<file path="src/rtl/cordic_pkg.sv">
// Shared CORDIC constants (Q16.16) and FSM state type, common to the
// vectoring atan2 unit and the rotation-mode sin/cos unit.
package cordic_pkg;

    typedef enum logic [1:0] {
        IDLE,
        ITER,
        SCALE,
        DONE
    } state_e;

    localparam logic signed [31:0] PI     = 32'sh0003_243F;
    localparam logic signed [31:0] TWO_PI = 32'sh0006_487F;
    localparam logic        [31:0] K_INV  = 32'h0000_9B75;

    // atan(2^-i) in Q16.16
    function automatic logic [31:0] atan_lut(input logic [3:0] idx);
        logic [31:0] val;
        case (idx)
            4'd0:    val = 32'h0000_C910;
            4'd1:    val = 32'h0000_76B2;
            4'd2:    val = 32'h0000_3EB7;
            4'd3:    val = 32'h0000_1FD6;
            4'd4:    val = 32'h0000_0FFB;
            4'd5:    val = 32'h0000_07FF;
            4'd6:    val = 32'h0000_0400;
            4'd7:    val = 32'h0000_0200;
            4'd8:    val = 32'h0000_0100;
            4'd9:    val = 32'h0000_0080;
            4'd10:   val = 32'h0000_0040;
            4'd11:   val = 32'h0000_0020;
            4'd12:   val = 32'h0000_0010;
            4'd13:   val = 32'h0000_0008;
            4'd14:   val = 32'h0000_0004;
            default: val = 32'h0000_0002;
        endcase
        return val;
    endfunction

endpackage

</file>
<file path="src/rtl/cordic_vec_stage.sv">
// One vectoring-mode micro-rotation: drives y toward zero and accumulates
// the rotated angle into z.
module cordic_vec_stage #(
    parameter int IW = 34
) (
    input  logic signed [IW-1:0] x_in,
    input  logic signed [IW-1:0] y_in,
    input  logic signed [IW-1:0] z_in,
    input  logic        [3:0]    shift,
    input  logic signed [IW-1:0] atan_i,
    output logic signed [IW-1:0] x_out,
    output logic signed [IW-1:0] y_out,
    output logic signed [IW-1:0] z_out
);

    logic signed [IW-1:0] x_sh;
    logic signed [IW-1:0] y_sh;

    always_comb begin
        x_sh = x_in >>> shift;
        y_sh = y_in >>> shift;
        if (!y_in[IW-1]) begin
            x_out = x_in + y_sh;
            y_out = y_in - x_sh;
            z_out = z_in + atan_i;
        end else begin
            x_out = x_in - y_sh;
            y_out = y_in + x_sh;
            z_out = z_in - atan_i;
        end
    end

endmodule

</file>
<file path="src/rtl/cordic_atan2.sv">
// Iterative vectoring CORDIC: atan2(y, x) and gain-corrected magnitude of a
// Q16.16 vector, one micro-rotation per clock behind a valid/ready handshake.
module cordic_atan2
    import cordic_pkg::*;
#(
    parameter int NITER = 16,
    parameter int IW    = 34
) (
    input  logic        clk,
    input  logic        rst,
    input  logic        in_valid,
    output logic        in_ready,
    input  logic [31:0] in_x,
    input  logic [31:0] in_y,
    output logic        out_valid,
    input  logic        out_ready,
    output logic [31:0] out_angle,
    output logic [31:0] out_mag,
    output logic        out_zero
);

    localparam int MW = IW + 18;
    localparam logic        [3:0]    LAST_ITER = 4'(NITER - 1);
    localparam logic signed [IW-1:0] PI_W      = {{(IW-32){1'b0}}, PI};
    localparam logic signed [MW-1:0] K_INV_W   = {{(MW-32){1'b0}}, K_INV};
    localparam logic signed [MW-1:0] ROUND_W   = {{(MW-16){1'b0}}, 16'h8000};
    localparam logic signed [MW-1:0] MAG_MAX_W = {{(MW-32){1'b0}}, 32'h7FFF_FFFF};

    state_e               state_q, state_d;
    logic signed [IW-1:0] x_q, x_d;
    logic signed [IW-1:0] y_q, y_d;
    logic signed [IW-1:0] z_q, z_d;
    logic        [3:0]    iter_q, iter_d;
    logic                 out_valid_q, out_valid_d;
    logic        [31:0]   out_angle_q, out_angle_d;
    logic        [31:0]   out_mag_q, out_mag_d;
    logic                 out_zero_q, out_zero_d;

    logic signed [IW-1:0] x_ext, y_ext;
    logic signed [IW-1:0] x_nxt, y_nxt, z_nxt;
    logic signed [IW-1:0] atan_i;
    logic signed [MW-1:0] x_wide, prod, mag_full;
    logic signed [31:0]   z_lo, angle_wrap;
    logic        [31:0]   mag_sat;

    // Guard bits let -2^31 be negated during the quadrant fold.
    assign x_ext  = {{(IW-32){in_x[31]}}, in_x};
    assign y_ext  = {{(IW-32){in_y[31]}}, in_y};
    assign atan_i = {{(IW-32){1'b0}}, atan_lut(iter_q)};

    cordic_vec_stage #(
        .IW(IW)
    ) u_stage (
        .x_in  (x_q),
        .y_in  (y_q),
        .z_in  (z_q),
        .shift (iter_q),
        .atan_i(atan_i),
        .x_out (x_nxt),
        .y_out (y_nxt),
        .z_out (z_nxt)
    );

    always_comb begin
        x_wide   = {{(MW-IW){x_q[IW-1]}}, x_q};
        prod     = x_wide * K_INV_W;
        mag_full = (prod + ROUND_W) >>> 16;
        if (mag_full[MW-1]) begin
            mag_sat = 32'h0;
        end else if (mag_full > MAG_MAX_W) begin
            mag_sat = 32'h7FFF_FFFF;
        end else begin
            mag_sat = mag_full[31:0];
        end

        // |z| < 5 rad, so the low 32 bits carry the whole angle
        z_lo = z_q[31:0];
        if (z_lo > PI) begin
            angle_wrap = z_lo - TWO_PI;
        end else if (z_lo <= -PI) begin
            angle_wrap = z_lo + TWO_PI;
        end else begin
            angle_wrap = z_lo;
        end
    end

    always_comb begin
        state_d     = state_q;
        x_d         = x_q;
        y_d         = y_q;
        z_d         = z_q;
        iter_d      = iter_q;
        out_valid_d = out_valid_q;
        out_angle_d = out_angle_q;
        out_mag_d   = out_mag_q;
        out_zero_d  = out_zero_q;

        case (state_q)
            IDLE: begin
                if (in_valid) begin
                    if (in_x[31]) begin
                        x_d = -x_ext;
                        y_d = -y_ext;
                        z_d = in_y[31] ? -PI_W : PI_W;
                    end else begin
                        x_d = x_ext;
                        y_d = y_ext;
                        z_d = '0;
                    end
                    out_zero_d = (in_x == 32'h0) && (in_y == 32'h0);
                    iter_d     = 4'd0;
                    state_d    = ITER;
                end
            end
            ITER: begin
                x_d    = x_nxt;
                y_d    = y_nxt;
                z_d    = z_nxt;
                iter_d = iter_q + 4'd1;
                if (iter_q == LAST_ITER) begin
                    state_d = SCALE;
                end
            end
            SCALE: begin
                out_angle_d = out_zero_q ? 32'h0 : angle_wrap;
                out_mag_d   = out_zero_q ? 32'h0 : mag_sat;
                out_valid_d = 1'b1;
                state_d     = DONE;
            end
            DONE: begin
                if (out_ready) begin
                    out_valid_d = 1'b0;
                    state_d     = IDLE;
                end
            end
            default: state_d = IDLE;
        endcase
    end

    always_ff @(posedge clk) begin
        if (rst) begin
            state_q     <= IDLE;
            x_q         <= '0;
            y_q         <= '0;
            z_q         <= '0;
            iter_q      <= 4'd0;
            out_valid_q <= 1'b0;
            out_angle_q <= 32'h0;
            out_mag_q   <= 32'h0;
            out_zero_q  <= 1'b0;
        end else begin
            state_q     <= state_d;
            x_q         <= x_d;
            y_q         <= y_d;
            z_q         <= z_d;
            iter_q      <= iter_d;
            out_valid_q <= out_valid_d;
            out_angle_q <= out_angle_d;
            out_mag_q   <= out_mag_d;
            out_zero_q  <= out_zero_d;
        end
    end

    assign in_ready  = (state_q == IDLE);
    assign out_valid = out_valid_q;
    assign out_angle = out_angle_q;
    assign out_mag   = out_mag_q;
    assign out_zero  = out_zero_q;

endmodule

</file>
<file path="config.mk">
export PLATFORM = sky130hd
export DESIGN_NAME = cordic_atan2
export DESIGN_NICKNAME = d
export VERILOG_FILES = /design/src/rtl/cordic_pkg.sv /design/src/rtl/cordic_vec_stage.sv /design/src/rtl/cordic_atan2.sv
export SDC_FILE = /design/constraint.sdc
export NUM_CORES = 2
export LEC_CHECK = 0
export ABC_CLOCK_PERIOD_IN_PS = 11850
export CORE_MARGIN = 2
export CORE_UTILIZATION = 45
export CTS_BUF_LIST = sky130_fd_sc_hd__clkbuf_4
export CTS_CLUSTER_DIAMETER = 200
export CTS_CLUSTER_SIZE = 20
export DETAILED_ROUTE_END_ITERATION = 10
export SETUP_SLACK_MARGIN = 0.02
export SYNTH_ARGS = -nofsm -noshare
export SYNTH_HDL_FRONTEND = slang
export SYNTH_SLANG_ARGS = --single-unit
</file>
<file path="constraint.sdc">
create_clock -name clk -period 11.85 [get_ports clk]
set_input_delay 2.9625 -clock clk [delete_from_list [all_inputs] [get_ports clk]]
set_output_delay 2.9625 -clock clk [all_outputs]
set_load 0.005 [all_outputs]
</file>
# After elaboration in Yosys (flattened, before gate mapping)
# Memories as Yosys holds them, arrays and structs flattened. A register that Yosys moved wholly into a read port is not among the register bits.
# Index checks and enable logic that the tools add are counted.
# word_totals
regBits	174
romBits	256
input_bits	68
output_inout_bits	67
elab_cells	74
n_memories	1
# classes
n_addsub	12
mul	1
order_cmp	3
n_eq_ne	7
n_shift	2
mux	29
n_reduce_logical	10
# memory_table
memory	words	word_bits	rd	rd_clocked_by_memory_dff	write_ports	line	rtl
(no name shown)	16	16	1	1	0	cordic_pkg.sv:19	case (idx)
# op_table
cell	count
two-way mux 34 bit	10
case mux 34 bit (2 select lines)	3
two-way mux 32 bit	6
adder 34 bit	2
negator 32 -> 34 bit	2
>>> shifter 34 x 4 -> 34 bit	2
subtractor 34 bit	2
zero test 32 bit	2
adder 51 x 17 -> 52 bit (second input constant)	1
multiplier 34 x 17 -> 51 bit (second input constant)	1
> comparator 36 x 32 -> 1 bit (second input constant)	1
adder 34 x 33 -> 34 bit	1
subtractor 34 x 33 -> 34 bit	1
adder 32 x 20 -> 32 bit (second input constant)	1
> comparator 32 x 19 -> 1 bit (second input constant)	1
less-or-equal comparator 32 x 19 -> 1 bit (second input constant)	1
subtractor 32 x 20 -> 32 bit (second input constant)	1
two-way mux 4 bit	3
case mux 2 bit (4 select lines)	1
case mux 4 bit (2 select lines)	1
two-way mux 2 bit	3
inequality test 2 bit (second input constant)	3
AND reduction 2 bit	3
adder 4 x 1 -> 4 bit (second input constant)	1
9 further kinds	11

# Longest topological paths before layout
# depth
depth_word	6
depth_mapped	28
ltp_nobuf	23

# Cells and area by module
# From an unflattened synthesis, not the netlist that was laid out.
# unflattened
hier_cells	3953
hier_area_um2	32058.2
# by_module_without_submodules
mod	instances	cells_per_inst	area_per_inst_um2	seq_area_each_um2
cordic_atan2	1	2557	21551.9	3803.6
cordic_vec_stage	1	1396	10506.3	0.0

# Worst setup path after synthesis
# OpenSTA, ideal clock, no wires.
# synth_timing
kind	flip-flop to flip-flop
start	register x_q[32]
end	register out_mag_q[17], in the netlist out_mag[17]
setup_time_ps	122
arrival_time_ps	6486
slack_ps	5242
stages_incl_launch_ff	26
n_path_buf	4
synth_period_minus_slack_ps	6608
path_cell_list	dfxtp_1 -> clkbuf_1 -> inv_1 -> ha_1 -> inv_1 -> fa_1 -> fa_1 -> fa_1 -> fa_1 -> inv_1 -> fa_1 -> inv_1 -> ha_1 -> a21oi_1 -> o21ai_0 -> o311a_1 -> o221ai_1 -> o211a_1 -> o41ai_1 -> xor2_1 -> or3_1 -> clkbuf_1 -> and3b_1 -> clkbuf_1 -> buf_2 -> a221o_1
# synth_via
elab_chain_cells	6
# synth_rtl
item	line	rtl
start: declaration	cordic_atan2.sv:30	logic signed [IW-1:0] x_q, x_d;
start signal: assignment	cordic_atan2.sv:143	x_q <= '0;
start signal: assignment	cordic_atan2.sv:153	x_q <= x_d;
multiplier 34 x 17 -> 51 bit (*)	cordic_atan2.sv:66	prod = x_wide * K_INV_W;
adder 51 x 17 -> 52 bit (*)	cordic_atan2.sv:67	mag_full = (prod + ROUND_W) >>> 16;
> comparator 36 x 32 -> 1 bit	cordic_atan2.sv:70	end else if (mag_full > MAG_MAX_W) begin
two-way mux 32 bit	cordic_atan2.sv:70	
two-way mux 32 bit (*)	cordic_atan2.sv:68	if (mag_full[MW-1]) begin
two-way mux 32 bit (*)	cordic_atan2.sv:126	out_mag_d = out_zero_q ? 32'h0 : mag_sat;
end signal: assignment	cordic_atan2.sv:159	out_mag_q <= out_mag_d;
end: declaration	cordic_atan2.sv:36	logic [31:0] out_mag_q, out_mag_d;
# Every way passes the cells marked *; elsewhere a longest branch is shown, timed or not.
# A chain may end at the register's enable or synchronous reset.

# Final worst setup path
# layout_timing
start	register x_q[22]
end	register out_mag_q[17], in the netlist out_mag[17]
# The elaborated chain is that of the path after synthesis.

==> report_table.html <==
<table>
<tr><th>Metric</th><th>Value</th></tr>
<tr><th colspan="2">Status</th></tr>
<tr><td>Result of the run</td><td>finished, final reports clean</td></tr>
<tr><th colspan="2">STA</th></tr>
<tr><td>Final worst setup slack</td><td>3.99 ns</td></tr>
<tr><td>Max-slew violation total from the final report</td><td>0</td></tr>
<tr><td>Clock skew after layout</td><td>0.0628 ns</td></tr>
<tr><td>Setup repair after global routing missed its margin</td><td>false</td></tr>
<tr><td>Crit share post-route</td><td>0.663</td></tr>
<tr><td>Setup Total Neg Slack</td><td>0 ns</td></tr>
<tr><td>Relative slew slack</td><td>0.221</td></tr>
<tr><td>Slew at the pin closest to its max-slew limit</td><td>1.16 ns</td></tr>
<tr><td>Finish-stage setup viols</td><td>0</td></tr>
<tr><td>Achievable frequency</td><td>127 MHz</td></tr>
<tr><td>Final min period</td><td>7.86 ns</td></tr>
<tr><td>Final-report hold violation count</td><td>0</td></tr>
<tr><th colspan="2">Route</th></tr>
<tr><td>Number of DRC violations after detailed-routing iteration 0</td><td>2270</td></tr>
<tr><td>Avg WL per Cell</td><td>19.7 µm</td></tr>
<tr><td>Drt drc</td><td>0</td></tr>
<tr><td>Drt pass-1 iters</td><td>6</td></tr>
<tr><td>Post-DR vias/cell</td><td>5.81</td></tr>
<tr><td>Vias</td><td>27800</td></tr>
<tr><td>Residual antenna-violating net count after detailed routing</td><td>0</td></tr>
<tr><td>Final routed wirelength across all metal layers</td><td>94400 µm</td></tr>
<tr><th colspan="2">Critical path</th></tr>
<tr><td>Type of element capturing the critical path</td><td>register</td></tr>
<tr><td>Startpoint-to-endpoint class of the critical path</td><td>register to register</td></tr>
<tr><td>CP Max Fanout</td><td>17</td></tr>
<tr><td>Endpoint of the most critical register-to-register path</td><td>out_mag[17]</td></tr>
<tr><td>Crit path cell chain</td><td>ha_1 -&gt; inv_1 -&gt; fa_1 -&gt; fa_1 -&gt; inv_1 -&gt; fa_1 -&gt; fa_1 -&gt; inv_1 -&gt; fa_1 -&gt; inv_1 -&gt; ha_1 -&gt; nand4_1 -&gt; nor2_1 -&gt; nand3_1 -&gt; a311oi_1 -&gt; nor3_1 -&gt; o41ai_1 -&gt; xor2_1 -&gt; or3_1 -&gt; and3b_1 -&gt; a221o_1</td></tr>
<tr><td>Data arrival at the endpoint of the critical path</td><td>8.54 ns</td></tr>
<tr><td>Worst flop-to-flop path startpoint</td><td>x_q[22]</td></tr>
<tr><td>Length in cells of the worst reg-to-reg path</td><td>21</td></tr>
<tr><td>Kind of start point of the critical path</td><td>register</td></tr>
<tr><td>Most frequent cell on the critical path</td><td>fa_1</td></tr>
<tr><td>CP Data Required Time</td><td>12.53 ns</td></tr>
<tr><td>Crit path max-delay cell type</td><td>dfxtp_1</td></tr>
<tr><td>Worst R2R Setup Slack</td><td>3.99 ns</td></tr>
<tr><td>Biggest cell delay along the critical path</td><td>0.93 ns</td></tr>
<tr><th colspan="2">Global route</th></tr>
<tr><td>Initial antenna violation count</td><td>2</td></tr>
<tr><td>Global-route congestion overflow total</td><td>0</td></tr>
<tr><td>Number of global-route vias before repair</td><td>26000</td></tr>
<tr><td>Total routing usage reported by global routing</td><td>0.264</td></tr>
<tr><td>Largest net degree at the start of global routing</td><td>72</td></tr>
<tr><td>Global-route wire length before repair</td><td>149000 µm</td></tr>
<tr><th colspan="2">Clock tree</th></tr>
<tr><td>Number of buffers created by CTS</td><td>17</td></tr>
<tr><td>Number of buffers on the longest clock path</td><td>2</td></tr>
<tr><td>Number of buffers inserted to repair setup after CTS</td><td>0</td></tr>
<tr><td>Clock tree from TritonCTS</td><td>built</td></tr>
<tr><td>CTS Root Cell</td><td>clkbuf_4</td></tr>
<tr><td>Cts hold-fix bufs</td><td>0</td></tr>
<tr><td>Clock insertion delay at the later pin of the skew report</td><td>0.82 ns</td></tr>
<tr><td>Reg clk slew, reported paths</td><td>0.21 ns</td></tr>
<tr><td>Post-cts sizing count</td><td>0</td></tr>
<tr><td>Number of clock sinks</td><td>188</td></tr>
<tr><td>CTS H-tree lvls</td><td>4</td></tr>
<tr><th colspan="2">Min path</th></tr>
<tr><td>Worst hold path class</td><td>register to register</td></tr>
<tr><td>Number of stages on the worst hold path</td><td>2</td></tr>
<tr><td>Worst-case hold path end point</td><td>out_mag[27]</td></tr>
<tr><td>Startpoint of the tightest hold check path</td><td>out_mag[27]</td></tr>
<tr><th colspan="2">Final layout</th></tr>
<tr><td>Layout cell share with drive strength beyond 1</td><td>0.0508</td></tr>
<tr><td>Post-layout instance count excluding filler cells</td><td>4794</td></tr>
<tr><td>Synth-to-layout area growth</td><td>7.42%</td></tr>
<tr><td>Final layout net count</td><td>4517</td></tr>
<tr><td>Fill cell total of the finished layout</td><td>6788</td></tr>
<tr><th colspan="2">Synth</th></tr>
<tr><td>Number of flops mapped to enable cells by yosys</td><td>0</td></tr>
<tr><td>Post-synth top area share</td><td>0.168</td></tr>
<tr><td>Sequential area share after synthesis</td><td>0.120</td></tr>
<tr><td>YS warnings</td><td>0</td></tr>
<tr><td>Total of flip-flops plus latches after synthesis</td><td>188</td></tr>
<tr><td>Yosys cell types</td><td>94</td></tr>
<tr><td>Total standard cell area after synthesis</td><td>31400 µm²</td></tr>
<tr><td>Cell types with the largest area share after synthesis</td><td>fa_1 17%, ha_1 14%, dfxtp_1 12%</td></tr>
<tr><td>Main flop type after synthesis</td><td>dfxtp_1</td></tr>
<tr><td>Net count of the mapped netlist</td><td>4524</td></tr>
<tr><td>Synth Area per Inst</td><td>8.15 µm²</td></tr>
<tr><td>Async set-or-reset flop fraction in the synthesized netlist</td><td>0</td></tr>
<tr><td>Post-synthesis instance total</td><td>3853</td></tr>
<tr><td>Cell taking the most area after synthesis</td><td>fa_1</td></tr>
<tr><th colspan="2">Die</th></tr>
<tr><td>Starting density of the core</td><td>0.456</td></tr>
<tr><td>Area enclosed by the die boundary</td><td>71900 µm²</td></tr>
<tr><td>Die X-Extent</td><td>268 µm</td></tr>
<tr><td>Core Box Area</td><td>68800 µm²</td></tr>
<tr><td>Die Ht</td><td>268 µm</td></tr>
<tr><td>Number of core rows</td><td>96</td></tr>
<tr><td>Top Ports</td><td>135</td></tr>
<tr><th colspan="2">Placed design</th></tr>
<tr><td>Placed Cells</td><td>4758</td></tr>
<tr><td>DPL Wire Length</td><td>74700 µm</td></tr>
<tr><td>IO buf count</td><td>134</td></tr>
<tr><td>Post-Place Worst Slack</td><td>4.20 ns</td></tr>
<tr><td>Last weighted congestion value of the routability-driven placer</td><td>0.951</td></tr>
<tr><th colspan="2">Run</th></tr>
<tr><td>Count of maximum capacitance violations</td><td>0</td></tr>
</table>
## cells by family (layout without fill, tap and decap cells)
family | Yosys count | after routing | synth area share
adder cells (fa/ha/maj) | 603 | 603 | 0.303
multiplexers | 147 | 147 | 0.0716
buffers and inverters | 688 | 694 | 0.0847
XOR/XNOR | 267 | 267 | 0.0744
AND/OR/NAND/NOR | 1032 | 1032 | 0.153
other | 0 | 4 | 0
flip-flops | 188 | 188 | 0.120
AO/OA/AOI/OAI | 928 | 928 | 0.193
## metrics by stage
stage | hold WS, ns | area [µm²] | utilization
CTS | 0.463 | 33700 | 0.490
global route | 0.481 | 33700 | 0.490
detailed placement | 0.439 | 33400 | 0.485
finish | 0.456 | 33700 | 0.490
global placement | 0.433 | 33400 | 0.485
floorplan | 0.439 | 31400 | -
## cells in the mapped netlist (16+ instances only)
| library cell | count |
|---|---|
| or3_1 | 22 |
| nand2_1 | 347 |
| mux2_2 | 21 |
| o21ai_0 | 174 |
| xnor2_1 | 160 |
| a31oi_1 | 43 |
| a21o_1 | 59 |
| mux2i_1 | 66 |
| o31ai_1 | 27 |
| nor2b_1 | 16 |
| a22oi_1 | 22 |
| nand2b_1 | 33 |
| mux4_2 | 58 |
| or4_1 | 16 |
| and3_1 | 22 |
| nand3_1 | 67 |
| dfxtp_1 | 188 |
| inv_1 | 502 |
| or2_2 | 18 |
| nand4_1 | 41 |
| o21bai_1 | 19 |
| fa_1 | 264 |
| nor2_1 | 284 |
| a211oi_1 | 56 |
| nor4_1 | 21 |
| ha_1 | 339 |
| buf_2 | 21 |
| o22ai_1 | 16 |
| buf_1 | 21 |
| clkbuf_1 | 136 |
| a221o_1 | 19 |
| o211ai_1 | 33 |
| o21a_1 | 24 |
| a21oi_1 | 283 |
| nor3_1 | 90 |
| and2_1 | 20 |
| xor2_1 | 107 |
## area by class of cell
cell class                 instances  area (µm²)  share of cell area
antenna                            4        10.0            0.000297
tap                              931        1160              0.0345
sequential                       188        3780               0.112
multi-input combinational       2977       25000               0.742
timing repair buffer             160        1530              0.0453
clock buffer                      17         128             0.00378
inverter                         502        1880              0.0558
clock inverter                    15         216             0.00642
## flip-flops by register name (all words and copies together), names as in the netlist
name,flops
x_q,34
y_q,34
out_angle,32
out_mag,32
z_q,32
atan_i,16
iter_q,4
state_q,2
out_valid,1
out_zero,1
## layer usage
layer,vias to the layer above,GRT usage,part of all wire
met1,13500,0.374,0.45
met3,93,0.0289,0.056
li1,13400,-,-
met2,801,0.427,0.47
met4,0,0.0678,0.022
met5,-,0,0
## cells in the final DEF (no fill, tap or decap), types with 17 or more instances in the layout
cell / synthesis / routed
a22oi_1: 22 / 22
a31oi_1: 43 / 43
o31ai_1: 27 / 27
nand2_1: 347 / 347
nand4_1: 41 / 41
clkdlybuf4s50_1: 0 / 132
o21ai_0: 174 / 174
and2_1: 20 / 20
nor4_1: 21 / 21
clkbuf_4: 0 / 17
mux2_2: 21 / 21
or2_2: 18 / 18
dfxtp_1: 188 / 183
o211ai_1: 33 / 33
o21bai_1: 19 / 19
a211oi_1: 56 / 56
a21o_1: 59 / 59
mux4_2: 58 / 58
inv_1: 502 / 502
xor2_1: 107 / 107
fa_1: 264 / 264
buf_4: 2 / 27
mux2i_1: 66 / 66
nor3_1: 90 / 89
nand2b_1: 33 / 33
nor2_1: 284 / 282
or3_1: 22 / 22
a221o_1: 19 / 19
nand3_1: 67 / 67
xnor2_1: 160 / 160
and3_1: 22 / 22
a21oi_1: 283 / 283
ha_1: 339 / 338
o21a_1: 24 / 23
## critical path, delay by kind of cell, from the launching register on
| family | cells | cell delay, ns |
|---|---|---|
| AO/OA/AOI/OAI | 3 | 1.16 |
| XOR/XNOR | 1 | 0.12 |
| adder cells (fa/ha/maj) | 7 | 3.39 |
| buffers and inverters | 4 | 0.23 |
| flip-flops | 1 | 0.93 |
| AND/OR/NAND/NOR | 6 | 1.91 |
## how the worst max path moves through the flow
| stage | startpoint | to |
|---|---|---|
| CTS | x_q[33] | out_mag[17] |
| finish | x_q[22] | out_mag[17] |
| global placement | x_q[5] | out_mag[0] |
| floorplan | x_q[32] | out_mag[17] |
| global route | x_q[22] | out_mag[23] |
| detailed placement | x_q[5] | out_mag[20] |
Power is left out: the tool's default activity adds up to more than one toggle a clock period on the data nets, which glitch-free logic cannot reach.
